`config.mk`:
```
export PLATFORM = sky130hd
export DESIGN_NAME = branch_predict_unit
export DESIGN_NICKNAME = d
export VERILOG_FILES = /design/src/rtl/branch_pkg.sv /design/src/rtl/branch_history_table.sv /design/src/rtl/branch_predict_unit.sv
export SDC_FILE = /design/constraint.sdc
export NUM_CORES = 1
export LEC_CHECK = 0
export CORE_ASPECT_RATIO = 0.7
export CORE_MARGIN = 1.5
export CORE_UTILIZATION = 30
export CTS_CLUSTER_DIAMETER = 200
export DETAILED_ROUTE_END_ITERATION = 12
export GPL_ROUTABILITY_DRIVEN = 0
export PLACE_DENSITY = 0.49
export SLEW_MARGIN = 10
export SYNTH_ARGS = -nofsm -noshare
export SYNTH_HDL_FRONTEND = slang
export SYNTH_SLANG_ARGS = --single-unit
```
`constraint.sdc`:
```
create_clock -name clk -period 7.14 [get_ports clk]
set_clock_uncertainty 0.05 [all_clocks]
set_input_delay 2.142 -clock clk [delete_from_list [all_inputs] [get_ports clk]]
set_output_delay 2.142 -clock clk [all_outputs]
set_load 0.1 [all_outputs]
```
`src/rtl/branch_pkg.sv`:
```
// Shared constants for the branch prediction unit: instruction opcode and
// func3 codes, FSM state encoding and the history-counter reset value.
package branch_pkg;

   localparam logic [4:0] OP_BRANCH   = 5'b11000;
   localparam logic [4:0] OP_JAL      = 5'b11011;
   localparam logic [4:0] OP_JALR     = 5'b11001;
   localparam logic [4:0] OP_SYSTEM   = 5'b11100;
   localparam logic [4:0] OP_MISC_MEM = 5'b00011;

   localparam logic [2:0] F3_BEQ  = 3'b000;
   localparam logic [2:0] F3_BNE  = 3'b001;
   localparam logic [2:0] F3_BLT  = 3'b100;
   localparam logic [2:0] F3_BGE  = 3'b101;
   localparam logic [2:0] F3_BLTU = 3'b110;
   localparam logic [2:0] F3_BGEU = 3'b111;

   localparam logic [0:0] ST_RUN    = 1'b0;
   localparam logic [0:0] ST_HALTED = 1'b1;

   // Weakly not-taken: 2^(cnt_w-1)-1 for a counter cnt_w bits wide.
   function automatic int unsigned cnt_init(input int unsigned cnt_w);
      return (32'd1 << (cnt_w - 1)) - 32'd1;
   endfunction

endpackage

```
`src/rtl/branch_history_table.sv`:
```
// Array of saturating direction counters.
// Ports:
//   clk, rst_n       clock, synchronous active-low reset (all entries -> weakly not-taken)
//   rd_idx / rd_cnt  combinational lookup; returns the pre-update value on a same-index write
//   wr_en, wr_idx,   read-modify-write port: increment (wr_taken=1) or decrement,
//   wr_taken         saturating at both ends
module branch_history_table
   import branch_pkg::*;
#(
   parameter int DEPTH = 64,
   parameter int CNT_W = 2,
   localparam int IDX_W = $clog2(DEPTH)
) (
   input  logic             clk,
   input  logic             rst_n,
   input  logic [IDX_W-1:0] rd_idx,
   output logic [CNT_W-1:0] rd_cnt,
   input  logic             wr_en,
   input  logic [IDX_W-1:0] wr_idx,
   input  logic             wr_taken
);

   localparam logic [CNT_W-1:0] CNT_MAX  = '1;
   localparam logic [CNT_W-1:0] CNT_MIN  = '0;
   localparam logic [CNT_W-1:0] CNT_INIT = CNT_W'(cnt_init(CNT_W));

   logic [CNT_W-1:0] table_q [DEPTH];
   logic [CNT_W-1:0] table_d [DEPTH];
   logic [CNT_W-1:0] wr_cur;

   assign rd_cnt = table_q[rd_idx];

   always_comb begin
      table_d = table_q;
      wr_cur  = table_q[wr_idx];
      if (wr_en) begin
         if (wr_taken && (wr_cur != CNT_MAX)) begin
            table_d[wr_idx] = wr_cur + 1'b1;
         end else if (!wr_taken && (wr_cur != CNT_MIN)) begin
            table_d[wr_idx] = wr_cur - 1'b1;
         end
      end
   end

   always_ff @(posedge clk) begin
      if (!rst_n) begin
         for (int i = 0; i < DEPTH; i++) begin
            table_q[i] <= CNT_INIT;
         end
      end else begin
         table_q <= table_d;
      end
   end

endmodule

```
`src/rtl/branch_predict_unit.sv`:
```
// Branch prediction and resolution unit.
// Fetch side: pred_taken is the MSB of the history counter indexed by f_pc.
// Execute side: resolves conditional branches from ALU flags, flags
// mispredicts, trains the history table, counts branches/mispredicts and
// handles SYSTEM (one-cycle ebranch) and MISC-MEM (halt until resume).
// Ports:
//   clk, rst_n                      clock, synchronous active-low reset
//   f_pc -> pred_taken              fetch lookup
//   ex_valid, ex_inst, ex_pc,       execute-stage instruction and the prediction
//   ex_pred, zf/cf/vf/sf            it carried, plus ALU flags
//   resume                          release from HALTED
//   branch, mispredict, ebranch,    resolution outputs (combinational)
//   repeat_branch
//   br_count, mp_count              saturating statistics
//
// state   | meaning
// RUN     | normal operation, table and statistics train
// HALTED  | after MISC-MEM; ebranch/repeat_branch held high, no updates
module branch_predict_unit
   import branch_pkg::*;
#(
   parameter int PC_W      = 32,
   parameter int BHT_DEPTH = 64,
   parameter int CNT_W     = 2
) (
   input  logic            clk,
   input  logic            rst_n,
   input  logic [PC_W-1:0] f_pc,
   output logic            pred_taken,
   input  logic            ex_valid,
   input  logic [31:0]     ex_inst,
   input  logic [PC_W-1:0] ex_pc,
   input  logic            ex_pred,
   input  logic            zf,
   input  logic            cf,
   input  logic            vf,
   input  logic            sf,
   input  logic            resume,
   output logic            branch,
   output logic            mispredict,
   output logic            ebranch,
   output logic            repeat_branch,
   output logic [15:0]     br_count,
   output logic [15:0]     mp_count
);

   localparam int IDX_W = $clog2(BHT_DEPTH);

   logic [4:0]       opcode;
   logic [2:0]       func3;
   logic             is_cond;
   logic             cond_taken;
   logic             in_run;
   logic             upd_en;
   logic [CNT_W-1:0] lookup_cnt;
   logic [0:0]       state_q, state_d;
   logic [15:0]      br_count_q, br_count_d;
   logic [15:0]      mp_count_q, mp_count_d;
   logic             unused_bits;

   assign opcode  = ex_inst[6:2];
   assign func3   = ex_inst[14:12];
   assign is_cond = (opcode == OP_BRANCH);
   assign in_run  = (state_q == ST_RUN);

   assign unused_bits = ^{ex_inst[31:15], ex_inst[11:7], ex_inst[1:0],
                          f_pc[PC_W-1:IDX_W+2], f_pc[1:0],
                          ex_pc[PC_W-1:IDX_W+2], ex_pc[1:0]};

   always_comb begin
      cond_taken = 1'b0;
      case (func3)
         F3_BEQ:  cond_taken = zf;
         F3_BNE:  cond_taken = !zf;
         F3_BLT:  cond_taken = (sf != vf);
         F3_BGE:  cond_taken = (sf == vf);
         F3_BLTU: cond_taken = !cf;
         F3_BGEU: cond_taken = cf;
         default: cond_taken = 1'b0;
      endcase
   end

   always_comb begin
      branch = 1'b0;
      if (ex_valid) begin
         if (is_cond) begin
            branch = cond_taken;
         end else if ((opcode == OP_JAL) || (opcode == OP_JALR)) begin
            branch = 1'b1;
         end
      end
   end

   assign mispredict = ex_valid && is_cond && (branch != ex_pred);

   always_comb begin
      ebranch       = 1'b0;
      repeat_branch = 1'b0;
      state_d       = state_q;
      if (!in_run) begin
         ebranch       = 1'b1;
         repeat_branch = 1'b1;
         if (resume) begin
            state_d = ST_RUN;
         end
      end else if (ex_valid) begin
         if (opcode == OP_SYSTEM) begin
            ebranch = 1'b1;
         end else if (opcode == OP_MISC_MEM) begin
            ebranch       = 1'b1;
            repeat_branch = 1'b1;
            state_d       = ST_HALTED;
         end
      end
   end

   assign upd_en = in_run && ex_valid && is_cond;

   always_comb begin
      br_count_d = br_count_q;
      mp_count_d = mp_count_q;
      if (upd_en && (br_count_q != 16'hFFFF)) begin
         br_count_d = br_count_q + 16'd1;
      end
      if (in_run && mispredict && (mp_count_q != 16'hFFFF)) begin
         mp_count_d = mp_count_q + 16'd1;
      end
   end

   always_ff @(posedge clk) begin
      if (!rst_n) begin
         state_q    <= ST_RUN;
         br_count_q <= 16'd0;
         mp_count_q <= 16'd0;
      end else begin
         state_q    <= state_d;
         br_count_q <= br_count_d;
         mp_count_q <= mp_count_d;
      end
   end

   branch_history_table #(
      .DEPTH (BHT_DEPTH),
      .CNT_W (CNT_W)
   ) u_bht (
      .clk      (clk),
      .rst_n    (rst_n),
      .rd_idx   (f_pc[IDX_W+1:2]),
      .rd_cnt   (lookup_cnt),
      .wr_en    (upd_en),
      .wr_idx   (ex_pc[IDX_W+1:2]),
      .wr_taken (branch)
   );

   assign pred_taken = lookup_cnt[CNT_W-1];
   assign br_count   = br_count_q;
   assign mp_count   = mp_count_q;

endmodule

```
After elaboration in Yosys (flattened, before gate mapping)
Index checks and enable logic that the tools add are counted.
{ "classes": {"magnitude_cmp": 3, "n_bitwise": 3, "n_mux": 25, "n_eq_ne": 16, "addsub": 4, "n_reduce_logical": 18} }
{ "ops": {"columns": ["cell", "count"], "rows": [
  ["128-bit bitwise mux", 2],
  ["128-bit 2-to-1 mux", 2],
  ["16-bit by 1-bit adder with 16-bit output, second input constant", 2],
  ["16-bit inequality test, second input constant", 2],
  ["2-bit binary-select mux with 6-bit select", 2],
  ["5-bit equality test, second input constant", 4],
  ["7-bit >= comparator, second input constant", 2],
  ["6-bit inverter with 7-bit output", 2],
  ["2-bit demux with 6-bit select", 1],
  ["3-bit equality test, second input constant", 4],
  ["1-bit 2-to-1 mux", 12],
  ["1-bit logical AND", 10],
  ["2-bit 2-to-1 mux", 5],
  ["7-bit by 1-bit < comparator with 1-bit output, second input constant", 1],
  ["1-bit case mux with 6 select lines", 1],
  ["5-bit by 2-bit equality test with 1-bit output, second input constant", 1],
  ["2-bit nonzero test", 2],
  ["3-bit by 1-bit equality test with 1-bit output, second input constant", 1],
  ["1-bit zero test", 3],
  ["3-bit zero test", 1],
  ["2-bit by 1-bit adder with 2-bit output, second input constant", 1],
  ["1-bit inequality test", 2],
  ["2-bit inequality test, second input constant", 1],
  ["2-bit AND reduction", 1],
  ["other kinds (4)", 4]
]} }
{ "totals": {"ff_bits": 161} }

Depth between registers and ports, before layout
Gate-level depths: netlist (run 1).
{ "logic_depth": {"depth_word": 9, "ltp_mapped": 19} }

Hierarchy
A second synthesis (run 1) with hierarchy kept.
{ "hier_totals": {"cells_unflattened": 1064, "area_unflattened_um2": 9208.8} }
{ "by_module_without_submodules": {"columns": ["module", "instances", "area_per_inst_um2", "cells_each"], "rows": [
  ["branch_history_table", 1, 7422.1, 849],
  ["branch_predict_unit", 1, 1786.7, 215]
]} }

Least setup slack after synthesis (run 1)
No wires, ideal clock.
{ "synth_timing": {"path_kind": "input-to-output", "from": "in ex_inst[12]", "to": "out mispredict", "arrival_time_ns": 5.990, "stages": 6, "setup_slack_ns": -1.042, "cell_sequence": "xor3_1 a22oi_1 o211ai_1 nand2_1 xor2_1 nor4_1"} }
{ "synth_via": {"elab_chain_len": 6, "word_cells_on_any_way": 11, "cone_classes": "6 x eq/ne; 3 x mux; 2 x reduce/logical"} }
{ "synth_lines": {"columns": ["item", "line_no", "rtl"], "rows": [
  ["from (decl)", "branch_predict_unit.sv:31", "input logic [31:0] ex_inst,"],
  ["3-bit equality test, or another cell as far along", "branch_predict_unit.sv:72", "case (func3)"],
  ["1-bit case mux with 6 select lines *", "branch_predict_unit.sv:72", null],
  ["1-bit 2-to-1 mux *", "branch_predict_unit.sv:86", "if (is_cond) begin"],
  ["1-bit 2-to-1 mux *", "branch_predict_unit.sv:85", "if (ex_valid) begin"],
  ["1-bit inequality test *", "branch_predict_unit.sv:94", "assign mispredict = ex_valid && is_cond && (branch != ex_pred);"],
  ["1-bit logical AND *", "branch_predict_unit.sv:94", null],
  ["to (decl)", "branch_predict_unit.sv:40", "output logic mispredict,"]
]} }
Every way passes the cells marked *; elsewhere a longest branch is shown, timed or not.

Final worst setup path (run 1)
{ "layout_timing": {"from": "in f_pc[2]", "to": "out pred_taken"} }
{ "layout_via": {"elab_chain_len": 4} }
{ "layout_lines": {"columns": ["item", "line_no", "rtl"], "rows": [
  ["from (decl)", "branch_predict_unit.sv:28", "input logic [PC_W-1:0] f_pc,"],
  ["6-bit inverter with 7-bit output (not written as such)", "branch_history_table.sv:31", "assign rd_cnt = table_q[rd_idx];"],
  ["2-bit binary-select mux with 6-bit select", "branch_history_table.sv:31", null],
  ["2-bit 2-to-1 mux (not written as such) (2 in series)", "branch_history_table.sv:31", null],
  ["to (decl)", "branch_predict_unit.sv:29", "output logic pred_taken,"]
]} }
No other way between the ends. The select of a mux whose other input is x is not followed.

==> results of run 1 <==
## cell usage after synthesis (4+ instances only)
master and n:
inv_1 9, nand2_1 101, ha_1 4, a21oi_1 22, nor3_1 9, nor2b_1 9
and2_1 4, mux2i_1 95, o22ai_1 7, and3_1 9, buf_1 4, nand3_1 79
a22oi_1 12, o31ai_1 12, nand2b_1 9, or2_2 4, buf_2 17, buf_6 5
or4_1 14, nor3b_1 4, xnor2_1 5, nand4_1 70, a211oi_1 4, dfxtp_1 161
a31oi_1 5, mux2_2 10, nor2_1 36, clkbuf_1 48, o21ai_0 68, xor2_1 10
mux4_2 28
## metal layers
| metal | GRT usage [%] | routed length, um | part of all wire [%] | vias up |
|---|---|---|---|---|
| li1 | - | - | - | 3495 |
| met4 | 4.600 | 328 | 1.3 | 0 |
| met5 | 0 | 0 | 0 | - |
| met1 | 27.52 | 13000 | 51 | 3569 |
| met2 | 24.51 | 10520 | 41 | 233 |
| met3 | 4.304 | 1749 | 6.8 | 24 |
## critical path, delay by kind of cell
kind	cells	cell delay, ns
AO/OA/AOI/OAI	2	0.39
buffers and inverters	3	0.90
multiplexers	2	1.08
AND/OR/NAND/NOR	1	0.15
## power groups by stage
stage	clock network, W	logic (W)	registers (W)
3_5_place_dp	0	0.000150	0.000919
6_report	0.000990	0.000151	0.000898
4_1_cts	0.00101	0.000151	0.000898
2_1_floorplan	0	0.0000894	0.000919
5_1_grt	0.00105	0.000160	0.000898
3_3_place_gp	0	0.000151	0.000919
## cells by family after synthesis
family	count (synthesis)	synth area share, %
and+or+nand+nor	363	22.32
DFF	161	38.59
AOI/OAI and AO/OA	157	11.50
muxes	133	20.28
buffers and inverters	86	4.853
xor gates and xnor gates	16	1.857
adders and majority gates	4	0.5992
## per-stage QoR
step / area [um^2] / cells / setup slack, ns
after global routing: 9956 / 1322 / 0.1838
final: 9956 / 1322 / 0.2734
after floorplan: 8363 / 920 / 0.1385
after detailed placement: 9326 / 1291 / 0.2818
after CTS: 9956 / 1322 / 0.2605
after global placement: 9326 / 1291 / 0.3445
## final timing paths
kind	endpoint	slack [ns]	cells after the start
worst min-delay path	flop	0.42	2
worst min register to register	flop	0.42	2
worst max-delay path	pred_taken	0.27	8
worst max register to register	flop	3.15	13
## cell type report
type                       instances  area share [%]
sequential                       161           32.37
inverter                           9          0.3393
clock inverter                     9           1.558
timing repair buffer              84           8.546
clock buffer                      22           4.763
tap                              364           4.575
multi-input combinational        673           47.84
==> key figures, run 1 <==
Logic synthesis
  – Synth top area cells: dfxtp_1 (39%), mux2i_1 (11%), mux4_2 (7.5%)
  – Seq/Total Area, Yosys: 38.59%
  – Top cell type's share of synthesized area: roughly two fifths
  – Synth async-reset ratio: 0%
  – Synth Instances: about 900
  – Leading area contributor after synthesis: dfxtp_1
  – Post-synth EDFFs: 0
  – Post-synthesis net count: 1029
  – Number of library cell types mapped by synthesis: 60
  – Synth warn: 0
  – Area of the mapped netlist: 8353 um^2
  – Number of synthesized register bits: approximately 160
  – Ys flop type: dfxtp_1
  – Syn avg cell area: 9.079 um^2

Finish
  – Commonest non-fill, non-tap cell in the layout: dfxtp_1
  – Area delta synth->final: 19.19%
  – # nets final: 1055
  – Diodes inserted: 0
  – Ratio of cells with drive above 1 in the final layout: 11.27%
  – Most frequent cells in the layout: dfxtp_1 (161), nand2_1 (101), mux2i_1 (95)
  – Sequential cell area: approximately 3200 um^2
  – Fill cells: between 2000 and 3000
  – Multi-input logic area: 4763 um^2
  – Final Core Density: 36.84%

CTS
  – CTS tree: yes
  – CTS sink count: 161
  – Hold buffers post-CTS: 0
  – Clock Tree Root: clkbuf_16
  – Setup bufs post-CTS: 0
  – Clock Tree Buf Depth: 2
  – # H-tree levels: 4
  – Clock slew at reported path FFs: 0.06 ns
  – Latest clock arrival within the worst-skew pair: 0.44 ns
  – CTS Buf Count: 17
  – Post-CTS sizing: 0

Floorplanning
  – Cell row count: 50
  – Initial Util: 30.91%
  – Die width: 202.4 um
  – I/O Pins: 142
  – Core ar.: 27030 um^2
  – Total die area: 28870 um^2
  – Die Ht: 142.6 um

Global route
  – Initial antenna violation count: 0
  – GRT overflow: 0
  – Largest net degree at the start of global routing: 77
  – Vias in the first global route: ~6700
  – Global Route Usage Sum: 17.94%
  – Global-route wire length before repair: 39.96 mm

Timing
  – Worst slew pin tran: 1.178 ns
  – Peak Freq: 0.1456 GHz
  – RSZ-0062 raised after global routing: false
  – Pins Over Slew Limit: 0
  – Setup TNS Final: 0 ns
  – Relative slew slack: 21.30%
  – Min Hold Slack: 0.4209 ns
  – Setup violations, final: 0
  – Final hold violations: 0
  – Tmin final: between 6 and 7 ns
  – Period utilisation layout: 96.17%

Drt
  – Routed len/inst: 19.37 um
  – Final ANT Viol Nets: 0
  – Detailed Route WL: 25.60 mm
  – Router iterations before antenna repair: 5
  – DRC Markers: 0
  – DR iter-0 viols: 570
  – Vias per cell: about 5.5
  – Total number of vias: 7321

Critical path
  – Crit path cell chain: clkdlybuf4s50_1 > buf_12 > mux4_2 > mux4_2 > nor2b_1 > a211oi_1 > a21oi_2 > buf_12
  – WP data required: 4.95 ns
  – Startpoint types: input port
  – CP peak stage delay: 0.58 ns
  – Worst path slowest cell: mux4_2
  – CP Max Fanout: 16
  – Crit Reg-Reg Startpoint: u_bht.table_q[67]$_SDFFE_PN0P_
  – Crit path launch: f_pc[2]
  – Worst Setup End Kind: primary output
  – CP arrival: approximately 4.7 ns
  – Setup CP Type: in2out

Power and ir drop
  – Sequential power share: 44.1%
  – Gate power share: between 7 and 8%
  – Overall power: 0.002039 W
  – Internal power: 0.001557 W
  – Lkg Pwr: between 3 and 4 nW
  – Clk pwr share: 48.5%
  – Sw Share: 23.65%
  – Total net switching power: 0.0004822 W
  – Pwr/cell area: 204.8 nW/um^2
  – Max VDD drop: 0.1548 mV

Outcome
  – Status: finished, final reports clean

Placement
  – Port-buffer cells: 65
  – Post-DP HPWL: about 17 mm

Flow run
  – Max-cap violations: 0

Worst hold path
  – Hold Path Class: reg2reg
Note: power is estimated with default switching activity, not from simulation.
==> run 2, diff against run 1 <==
SKIP_LAST_GASP = 1   (was default)
SLEW_MARGIN = 20   (was 10)
==> run 2 against run 1 <==
- hold slack better by 0.00058 ns
- total power barely moved
- combinational power about the same
- clock power about the same
- final cell count is the same
- via count decreased by 0.30%
- critical endpoint unchanged
- largest power group unchanged
- sequential share of layout area shrank 0.053 points
- sequential power is essentially flat
- critical path depth unchanged
- flip-flop and latch count unchanged
- cell area is 0.16% higher
- highest routed layer unchanged
- register-to-register slack worse by 0.05 ns
==> key figures, run 2 (same netlist as run 1, synthesis figures left out) <==
Critical path
  – Delay-heaviest family, CP: multiplexers (unchanged)
  – Setup CP Type: in2out (unchanged)
  – Crit path buffers/inverters: 3 (unchanged)
  – CP Max Fanout: 16 (unchanged)
  – CP arrival: 4.67 ns (about the same)
  – Worst path slowest cell: mux4_2 (unchanged)
  – CP peak stage delay: 0.58 ns (about the same)
  – Worst Setup End Kind: primary output (unchanged)
  – Startpoint types: input port (unchanged)
  – Crit path cell chain: clkdlybuf4s50_1 > buf_12 > mux4_2 > mux4_2 > nor2b_1 > a211oi_1 > a21oi_2 > buf_12 (unchanged)
  – WP data required: 4.95 ns (about the same)

Timing
  – Period utilisation layout: 96.15% (was 96.17%)
  – Final hold violations: 0 (unchanged)
  – Worst Setup Slack, final: 0.2746 ns (was 0.2734 ns)
  – Min Hold Slack: 0.4215 ns (was 0.4209 ns)
  – Peak Freq: 0.1457 GHz (was 0.1456 GHz)
  – Pins Over Slew Limit: 0 (unchanged)
  – Worst slew pin tran: 1.239 ns (was 1.178 ns)
  – RSZ-0062 raised after global routing: false (unchanged)
  – Setup TNS Final: 0 ns (unchanged)
  – Relative slew slack: 17.10% (was 21.30%)
  – Setup violations, final: 0 (unchanged)
  – Tmin final: 6.865 ns (was 6.867 ns)

Floorplanning
  – I/O Pins: 142 (unchanged)
  – Initial Util: 30.91% (unchanged)
  – Die Ht: 142.6 um (unchanged)
  – Total die area: 28870 um^2 (unchanged)
  – Die width: 202.4 um (unchanged)
  – Cell row count: 50 (unchanged)
  – Core ar.: 27030 um^2 (unchanged)

Finish
  – Multi-input logic area: 4780 um^2 (was 4763 um^2)
  – Fill cells: 2744 (was 2746)
  – Diodes inserted: 0 (unchanged)
  – # nets final: 1055 (unchanged)
  – Final Core Density: 36.90% (was 36.84%)
  – Ratio of cells with drive above 1 in the final layout: 11.38% (was 11.27%)
  – Commonest non-fill, non-tap cell in the layout: dfxtp_1 (unchanged)
  – Most frequent cells in the layout: dfxtp_1 (161), nand2_1 (101), mux2i_1 (95) (unchanged)
  – Sequential cell area: 3223 um^2 (unchanged)
  – Area delta synth->final: 19.38% (was 19.19%)

Drt
  – Router iterations before antenna repair: 5 (unchanged)
  – Total number of vias: 7299 (was 7321)
  – Final ANT Viol Nets: 0 (unchanged)
  – Vias per cell: 5.521 (was 5.538)
  – DR iter-0 viols: 541 (was 570)
  – DRC Markers: 0 (unchanged)
  – Detailed Route WL: 25.60 mm (about the same)
  – Routed len/inst: 19.37 um (about the same)

Power and ir drop
  – Max VDD drop: 0.1544 mV (was 0.1548 mV)
  – Pwr/cell area: 204.4 nW/um^2 (was 204.8 nW/um^2)
  – Lkg Pwr: 3.724 nW (was 3.723 nW)
  – Overall power: 0.002038 W (was 0.002039 W)

CTS
  – CTS tree: yes (unchanged)
  – Clock slew at reported path FFs: 0.06 ns (about the same)
  – # H-tree levels: 4 (unchanged)
  – Latest clock arrival within the worst-skew pair: 0.43 ns (was 0.44 ns)
  – CTS Buf Count: 17 (unchanged)
  – Hold buffers post-CTS: 0 (unchanged)
  – Setup bufs post-CTS: 0 (unchanged)
  – Post-CTS sizing: 0 (unchanged)
  – Clock Tree Buf Depth: 2 (unchanged)
  – CTS sink count: 161 (unchanged)
  – Clock Tree Root: clkbuf_16 (unchanged)

Placement
  – Setup slack at placement: 0.2818 ns (unchanged)
  – Port-buffer cells: 65 (unchanged)
  – Post-DP HPWL: 16.65 mm (unchanged)

Global route
  – Initial antenna violation count: 0 (unchanged)
  – Global-route wire length before repair: 39.96 mm (unchanged)
  – Global Route Usage Sum: 17.94% (unchanged)
  – Vias in the first global route: 6652 (unchanged)
  – Largest net degree at the start of global routing: 77 (unchanged)
  – GRT overflow: 0 (unchanged)

Flow run
  – Max-cap violations: 0 (unchanged)

Worst hold path
  – Hold Path Class: reg2reg (unchanged)

Outcome
  – Status: finished, final reports clean (unchanged)
run 2: cell type report:
type	count	area share, %
clock inverter	9	1.556
inverter	9	0.3388
multi-input combinational	673	47.93
clock buffer	22	4.755
sequential	161	32.32
timing repair buffer	84	8.532
tap	364	4.567
run 2: path summary, 6_finish.rpt:
check        startpoint          to  slack [ns]  cells after the start
max reg2reg        flop        flop        3.10                     14
min                flop        flop        0.42                      2
min reg2reg        flop        flop        0.42                      2
max             f_pc[2]  pred_taken        0.27                      8
run 2: layer usage:
layer | vias to the layer above | GRT usage (%) | share of wire, %
li1 | 3496 | - | -
met1 | 3531 | 27.52 | 50
met2 | 250 | 24.51 | 41
met3 | 22 | 4.304 | 7.2
met4 | 0 | 4.600 | 1.2
met5 | - | 0 | 0
run 2: per-stage QoR:
| step | instances | cell area (um^2) |
|---|---|---|
| after floorplan | 920 | 8363 |
| final | 1322 | 9972 |
| after global placement | 1291 | 9326 |
| after detailed placement | 1291 | 9326 |
| after global routing | 1322 | 9972 |
| after CTS | 1322 | 9956 |
run 2: report_power, final:
part | total [W] | internal (W) | switching, W
sequential | 0.000898 | 0.000898 | 0.000000253
combinational | 0.000151 | 0.0000480 | 0.000103
clock | 0.000989 | 0.000611 | 0.000378
total | 0.00204 | 0.00156 | 0.000481
run 2: worst reg2reg max path: stages (launching register included):
cell       delay (ns)
dfxtp_1          0.31
or3b_2           0.45
o311a_1          0.16
a2111oi_0        0.57
buf_4            0.22
or4_1            0.10
or4_4            0.14
inv_1            0.04
ha_1             0.19
nor4_1           0.45
mux2_2           0.28
buf_12           0.29
nand4_1          0.30
mux2i_1          0.25
nand2_1          0.08
